**config.mk**
```make
export PLATFORM = sky130hd
export DESIGN_NAME = regfile_scoreboard
export DESIGN_NICKNAME = d
export VERILOG_FILES = /design/src/rtl/regfile_scoreboard.sv
export SDC_FILE = /design/constraint.sdc
export NUM_CORES = 2
export LEC_CHECK = 0
export CAP_MARGIN = 30
export CORE_MARGIN = 8
export CORE_UTILIZATION = 30
export CTS_CLUSTER_DIAMETER = 120
export DETAILED_ROUTE_END_ITERATION = 12
export HOLD_SLACK_MARGIN = 0.1
export SYNTH_ARGS = -nofsm -noshare
export SYNTH_HDL_FRONTEND = slang
export SYNTH_SLANG_ARGS = --single-unit
```
**constraint.sdc**
```tcl
create_clock -name clk -period 6.35 [get_ports clk]
set_input_delay 0.635 -clock clk [delete_from_list [all_inputs] [get_ports clk]]
set_output_delay 0.635 -clock clk [all_outputs]
set_load 0.005 [all_outputs]
```
**src/rtl/regfile_scoreboard.sv**
```systemverilog
// regfile_scoreboard: 2R/1W register file with write-through bypass, optional hardwired r0
// and a per-register pending-write scoreboard (busy bits, busy count, sticky error).
module regfile_scoreboard #(
    parameter int DATA_W   = 32,
    parameter int ADDR_W   = 5,
    parameter int ZERO_REG = 1,
    parameter int BYPASS   = 1
) (
    input  logic              clk,
    input  logic              rst_n,
    input  logic [ADDR_W-1:0] rd_addr1,
    input  logic [ADDR_W-1:0] rd_addr2,
    output logic [DATA_W-1:0] rd_data1,
    output logic [DATA_W-1:0] rd_data2,
    output logic              rd_busy1,
    output logic              rd_busy2,
    input  logic              wr_en,
    input  logic [ADDR_W-1:0] wr_addr,
    input  logic [DATA_W-1:0] wr_data,
    input  logic              rsv_en,
    input  logic [ADDR_W-1:0] rsv_addr,
    output logic [ADDR_W:0]   busy_cnt,
    output logic              err
);
    localparam int NREG = 1 << ADDR_W;

    logic [DATA_W-1:0] regs [NREG];
    logic [NREG-1:0]   busy;
    logic [NREG-1:0]   busy_nxt;
    logic [ADDR_W:0]   cnt_nxt;
    logic              wr_ok;
    logic              rsv_ok;
    logic              err_nxt;
    logic              hit1;
    logic              hit2;
    logic              zero1;
    logic              zero2;

    // Writes and reserves aimed at a hardwired r0 are dropped entirely.
    assign wr_ok  = wr_en  & ~(ZERO_REG != 0 && wr_addr  == '0);
    assign rsv_ok = rsv_en & ~(ZERO_REG != 0 && rsv_addr == '0);

    // A writeback that finds no pending reservation (and is not re-reserved this edge) is illegal.
    assign err_nxt = wr_ok & ~busy[wr_addr] & ~(rsv_ok & rsv_addr == wr_addr);

    // Next busy vector and its popcount; a reserve beats a release on the same register.
    always_comb begin
        busy_nxt = busy;
        if (wr_ok)
            busy_nxt[wr_addr] = 1'b0;
        if (rsv_ok)
            busy_nxt[rsv_addr] = 1'b1;
        cnt_nxt = '0;
        for (int i = 0; i < NREG; i++)
            cnt_nxt = cnt_nxt + {{ADDR_W{1'b0}}, busy_nxt[i]};
    end

    // Register array, scoreboard bits, busy count and sticky error.
    always_ff @(posedge clk or negedge rst_n) begin
        if (!rst_n) begin
            for (int i = 0; i < NREG; i++)
                regs[i] <= '0;
            busy     <= '0;
            busy_cnt <= '0;
            err      <= 1'b0;
        end else begin
            if (wr_ok)
                regs[wr_addr] <= wr_data;
            busy     <= busy_nxt;
            busy_cnt <= cnt_nxt;
            err      <= err | err_nxt;
        end
    end

    // Bypass is suppressed while reset is held so the read ports stay at zero.
    assign hit1  = BYPASS != 0 && wr_en && wr_addr == rd_addr1;
    assign hit2  = BYPASS != 0 && wr_en && wr_addr == rd_addr2;
    assign zero1 = ZERO_REG != 0 && rd_addr1 == '0;
    assign zero2 = ZERO_REG != 0 && rd_addr2 == '0;

    assign rd_data1 = zero1 ? '0 : (hit1 && rst_n) ? wr_data : regs[rd_addr1];
    assign rd_data2 = zero2 ? '0 : (hit2 && rst_n) ? wr_data : regs[rd_addr2];
    assign rd_busy1 = busy[rd_addr1] & ~hit1;
    assign rd_busy2 = busy[rd_addr2] & ~hit2;
endmodule

```
## Yosys cells after proc, flatten, opt, wreduce, memory -nomap -nowiden

Cells that the tools add are included.

- Register bits after elaboration: 1063
- Input port bits: 56
- Output and inout port bits: 73
- Logic and storage cells: 135

- $add $sub $neg: 31
- Magnitude comparators: 10
- Equal/unequal tests: 3
- Multiplexer cells: 25
- Bitwise logic cells: 20
- Reductions and logical operators: 11

Operator list:

| operator | count |
|---|---|
| 1024-bit bitwise mux | 1 |
| 32-bit two-way mux | 11 |
| 32-bit binary-select mux with 5-bit select | 2 |
| 32-bit demux with 5-bit select | 1 |
| 6-bit by 1-bit adder with 6-bit output | 26 |
| 32-bit bitwise AND | 1 |
| 32-bit NOT | 1 |
| 32-bit bitwise OR | 1 |
| 5-bit by 6-bit less-than comparator with 1-bit output, second input constant | 4 |
| 5-bit logical NOT | 4 |
| 6-bit greater-or-equal comparator, second input constant | 3 |
| 5-bit NOT with 6-bit output | 3 |
| 1-bit binary-select mux with 5-bit select | 3 |
| 5-bit equality test | 3 |
| 1-bit demux with 5-bit select | 2 |
| 5-bit by 1-bit greater-or-equal comparator with 1-bit output, second input constant | 2 |
| 1-bit bitwise AND | 7 |
| 1-bit logical AND | 7 |
| 5-bit by 1-bit adder with 6-bit output | 1 |
| 6-bit by 1-bit less-than comparator with 1-bit output, second input constant | 1 |
| 1-bit NOT | 6 |
| 4-bit by 1-bit adder with 5-bit output | 1 |
| 1-bit two-way mux | 5 |
| 3-bit by 1-bit adder with 4-bit output | 1 |
| other kinds (3) | 3 |

## Longest topological paths before layout

- Depth in word-level cells: 40
- Depth in mapped cells: 24

## Least setup slack after synthesis

OpenSTA, ideal clock, no wires.

- Kind: input -> register
- Start: input port wr_addr[1]
- End: register busy_cnt[4]
- Library setup time: 0.080 ns
- Arrival time: 6.012 ns
- Slack: 0.258 ns
- Stages: 21
- Buffers on the path: 3
- Path through: buf_4 buf_2 nor2_1 nand2_1 clkbuf_1 a22o_1 inv_1 fa_1 inv_1 fa_1 inv_1 fa_1 fa_1 fa_1 fa_1 inv_1 ha_1 fa_1 a21o_1 a21oi_1 xnor2_1

- Elaborated cells between the ends (all ways): 44
- Those cells by class: 31 x add/sub; 2 x order compare; 4 x mux; 5 x bitwise; 2 x reduce/logical

RTL lines:

| what | RTL line | RTL |
|---|---|---|
| start, declared | 18 | `input logic [ADDR_W-1:0] wr_addr,` |
| 5-bit by 6-bit less-than comparator with 1-bit output (implied by the code) / 5-bit by 1-bit greater-or-equal comparator with 1-bit output (equally long branches) | 50 | `busy_nxt[wr_addr] = 1'b0;` |
| 1-bit logical AND (implied by the code) | 50 |  |
| 1-bit two-way mux (implied by the code) | 50 |  |
| 1-bit demux with 5-bit select | 50 |  |
| 32-bit NOT (no source line) | - |  |
| 32-bit bitwise AND (no source line) | - |  |
| 32-bit two-way mux * | 49 | `if (wr_ok)` |
| 32-bit bitwise OR (no source line) | - |  |
| 32-bit two-way mux * | 51 | `if (rsv_ok)` |
| named net busy_nxt[9] | 29 | `logic [NREG-1:0] busy_nxt;` |
| 6-bit by 1-bit adder with 6-bit output * (23 in a row) | 55 | `cnt_nxt = cnt_nxt + {{ADDR_W{1'b0}}, busy_nxt[i]};` |
| named net cnt_nxt[4] | 30 | `logic [ADDR_W:0] cnt_nxt;` |
| end signal, assigned | 70 | `busy_cnt <= cnt_nxt;` |
| end, declared | 22 | `output logic [ADDR_W:0] busy_cnt,` |

The timed path passes the listed nets; every way through them passes the cells marked *.
A chain may end at the register's enable or synchronous reset.

## Worst setup path in the final report

- Start: input port wr_addr[4]
- End: register busy_cnt[4]

- Elaborated cells between the ends (all ways): 44
- Those cells by class: 31 x add/sub; 2 x order compare; 4 x mux; 5 x bitwise; 2 x reduce/logical

RTL lines:

| what | RTL line |
|---|---|
| 5-bit by 6-bit less-than comparator with 1-bit output (implied by the code) / 5-bit by 1-bit greater-or-equal comparator with 1-bit output (equally long branches) | 50 |
| 1-bit logical AND (implied by the code) | 50 |
| 1-bit two-way mux (implied by the code) | 50 |
| 1-bit demux with 5-bit select | 50 |
| 32-bit NOT (no source line) | - |
| 32-bit bitwise AND (no source line) | - |
| 32-bit two-way mux * | 49 |
| 32-bit bitwise OR (no source line) | - |
| 32-bit two-way mux * | 51 |
| named net busy_nxt[17] | 29 |
| 6-bit by 1-bit adder with 6-bit output * (15 in a row) | 55 |
| named net cnt_nxt[4] | 30 |

Marked as above.

==> results.cfg <==
[pwr]
combPwrFrac_pct = 28.0
power_density_nw_per_um2 = 334.1
power_mw = 22.06
pwr-share-clk_pct = 30.9
seqPwrFrac_pct = 41.1
ir_drop_mv = 0.7233
p_sw_mw = 6.517
p_leak_nw = 28.31
p_int_mw = 15.54
swShare_pct = 29.54

[placed_design]
dpl.hpwl_um = 108700
dp_cells = 6459
place_ws_ns = -0.02915
port_buffers = 128
gp_routability_congestion = 0.8953
place_area_um2 = 62180

[detailed_routing]
drt-met1-wl_um = 76980
vias = 37905
routed_via_density = 5.691
ant_nets = 0
routedWlPerCell_um = 29.36
dr.pass1.iters = 7
topRoutingLayerUsed = met5
first_iter_violations = 3117
post-route-drc-count = 0
wl_met2_um = 97450
met3_length_um = 11050
routed_wl_um = 195500

[final_layout]
fin_area_um2 = 66030
fill_cells = 18597
layoutNonFillerInstCount = 6660
final_core_util_pct = 34.36
seq_area_um2 = 26600
layout.nets = 4135
area_delta_synth_final_pct = 14.12
drive_gt1_share_pct = 45.43
multi_input_area_um2 = 29060

[synth]
synth.cell_area_um2 = 57860
synth-seq-cells = 1063
ys_top_cells_by_area = dfrtp_1, mux2_2, mux4_2
yosys.area.top_type = dfrtp_1
syn_inst = 4076
ys.flop_type = dfrtp_1
yosys-top-cells-count = dfrtp_1, mux2_2, mux4_2
synth_nets = 4163
yosysMostFrequentCell = dfrtp_1
synthDistinctLibCells = 59
async_flop_share_pct = 100.0
synth_edf_count = 0
syn_avg_cell_area_um2 = 14.20
yosysSeqAreaShare_pct = 45.97
ys_warn_count = 0
synth_top_area_share_pct = 45.97

[clocking]
insertion_delay_ns = 0.71
cts_setup_buffers = 0
clkTransAtPathRegs_ns = 0.06
clock_sinks = 1063
cts_max_level = 3
cts_buffers = 109
cts_tree = done
cts_root_buf = clkbuf_16
clk_path_buf_depth = 3

[sta]
tightest_slew_ns = 1.187
post-route-min-period_ns = 5.660
finalHoldViolCount = 0
skew_ns = 0.009284
finalSetupViolations = 0
whs_ns = 0.3994
slew_headroom_pct = 20.84
tns_ns = 0
period_share_pct = 89.14
fmax_mhz = 176.7
slew_violations = 0
setup_ws_ns = 0.6895
rsz0062_at_grt = no

[critical_path]
critPathTopFamily = adder cells
crit_top_cell = fa_1
cp_data_required_time_ns = 6.99
cp_max_fo = 7
crit_slowest_cell = clkdlybuf4s50_1
r2r-end = busy_cnt[4]$_DFF_PN0_
crit_buf_inv = 5
timing.rr.start = busy[5]$_DFF_PN0_
worst-setup-path-type = in2reg
path_cells = clkdlybuf4s50_1 > inv_1 > nor3_2 > buf_4 > nand2_4 > a32o_1 > fa_1 > inv_1 > fa_1 > fa_1 > fa_1 > fa_1 > fa_1 > inv_1 > ha_1 > fa_1 > a21o_1 > a21oi_1 > xnor2_1
worstRegToRegCells = 16
critical_path.max_stage_delay_ns = 0.69
end_kind = register
critPathArrivalTime_ns = 6.30
cp-start-kind = input port
rrSetupSlack_ns = 1.29

[global_route]
gr-total-overflow = 0
grt_pass1_wl_um = 285200
grt_max_degree = 179
grt_pass1_vias = 40022
grt_antenna_before_repair = 3
grt.total_usage_pct = 18.52

[min_path]
hp-class = reg2reg
holdCritStartpoint = regs[1020]$_DFFE_PN0P_
holdPathEnd = regs[1020]$_DFFE_PN0P_
whs_path_depth = 0

[outcome]
outcome = finished, final reports clean

[floorplanning]
initial_core_util_pct = 30.11
die_h_um = 455.2
num_io_pins = 129
dieArea_um2 = 207200
core_area_um2 = 192200
die-width_um = 455.2
rows = 161

[run]
maxCapViolations = 0
==> cell families (layout without fill, tap and decap cells) <==
family	count (synthesis)	count (layout)	share of synthesized area, %
multiplexers	1639	1639	39.58
flip-flops	1063	1063	45.97
buffers and inverters	519	575	4.147
AO/OA/AOI/OAI	461	461	6.161
AND/OR/NAND/NOR	345	345	2.882
adder cells (fa/ha/maj)	31	31	0.9817
XOR/XNOR	18	18	0.2725
other	0	2	0
==> power groups by stage <==
stage          Combinational (mW)  Clock (mW)  Sequential (mW)
6_report                     6.17        6.82             9.07
3_3_place_gp                 6.13           0             9.05
4_1_cts                      6.26        6.96             9.03
2_1_floorplan                4.63           0             8.83
3_5_place_dp                 6.22           0             9.14
5_1_grt                      6.89        7.20             9.23
==> cells in the final DEF (no fill, tap or decap), drive strengths merged, types with 31 or more instances in the layout <==
master / instances
dfrtp: 1063
mux2: 1033
mux4: 416
buf: 203
mux2i: 190
clkbuf: 163
clkdlybuf4s50: 121
nor3: 111
nor2: 105
o211ai: 99
o22ai: 90
nand2: 68
inv: 58
a22oi: 44
o22a: 36
a221oi: 36
o21ai: 32
o221ai: 31
o211a: 31
==> flip-flops by register name, indices dropped and copies added (netlist names) <==
register and flops:
busy_cnt 6, err 1, regs 1024, busy 32
==> what timing repair did <==
action / CTS / global route
endpoints found under the hold margin: 51 / 0
gates resized for setup: 0 / 0
hold buffers: 1 / 0
==> layout make-up <==
| class | instances | area share [%] |
|---|---|---|
| tap | 2526 | 4.786 |
| antenna | 2 | 0.007579 |
| timing repair buffer | 325 | 4.915 |
| inverter | 55 | 0.3126 |
| multi-input combinational | 2494 | 44.00 |
| clock inverter | 32 | 0.7844 |
| sequential | 1063 | 40.28 |
| clock buffer | 163 | 4.911 |
==> how the worst max path moves through the flow <==
stage | from | end | slack [ns] | depth (start not counted)
detailed placement | wr_addr[4] | busy_cnt[4]$_DFF_PN0_ | -0.03 | 19
CTS | wr_addr[4] | busy_cnt[4]$_DFF_PN0_ | 0.72 | 19
floorplan | wr_addr[1] | busy_cnt[4]$_DFF_PN0_ | 0.26 | 21
finish | wr_addr[4] | busy_cnt[4]$_DFF_PN0_ | 0.69 | 19
global route | wr_addr[4] | busy_cnt[4]$_DFF_PN0_ | 0.49 | 20
global placement | wr_addr[4] | busy_cnt[4]$_DFF_PN0_ | -0.04 | 19
==> routing by layer <==
metal,track usage (%),vias to the layer above
met5,0,-
met4,8.568,2
met3,2.873,479
met2,31.97,1331
met1,22.82,20470
li1,-,15623
Power figures use the tool's default switching activity.
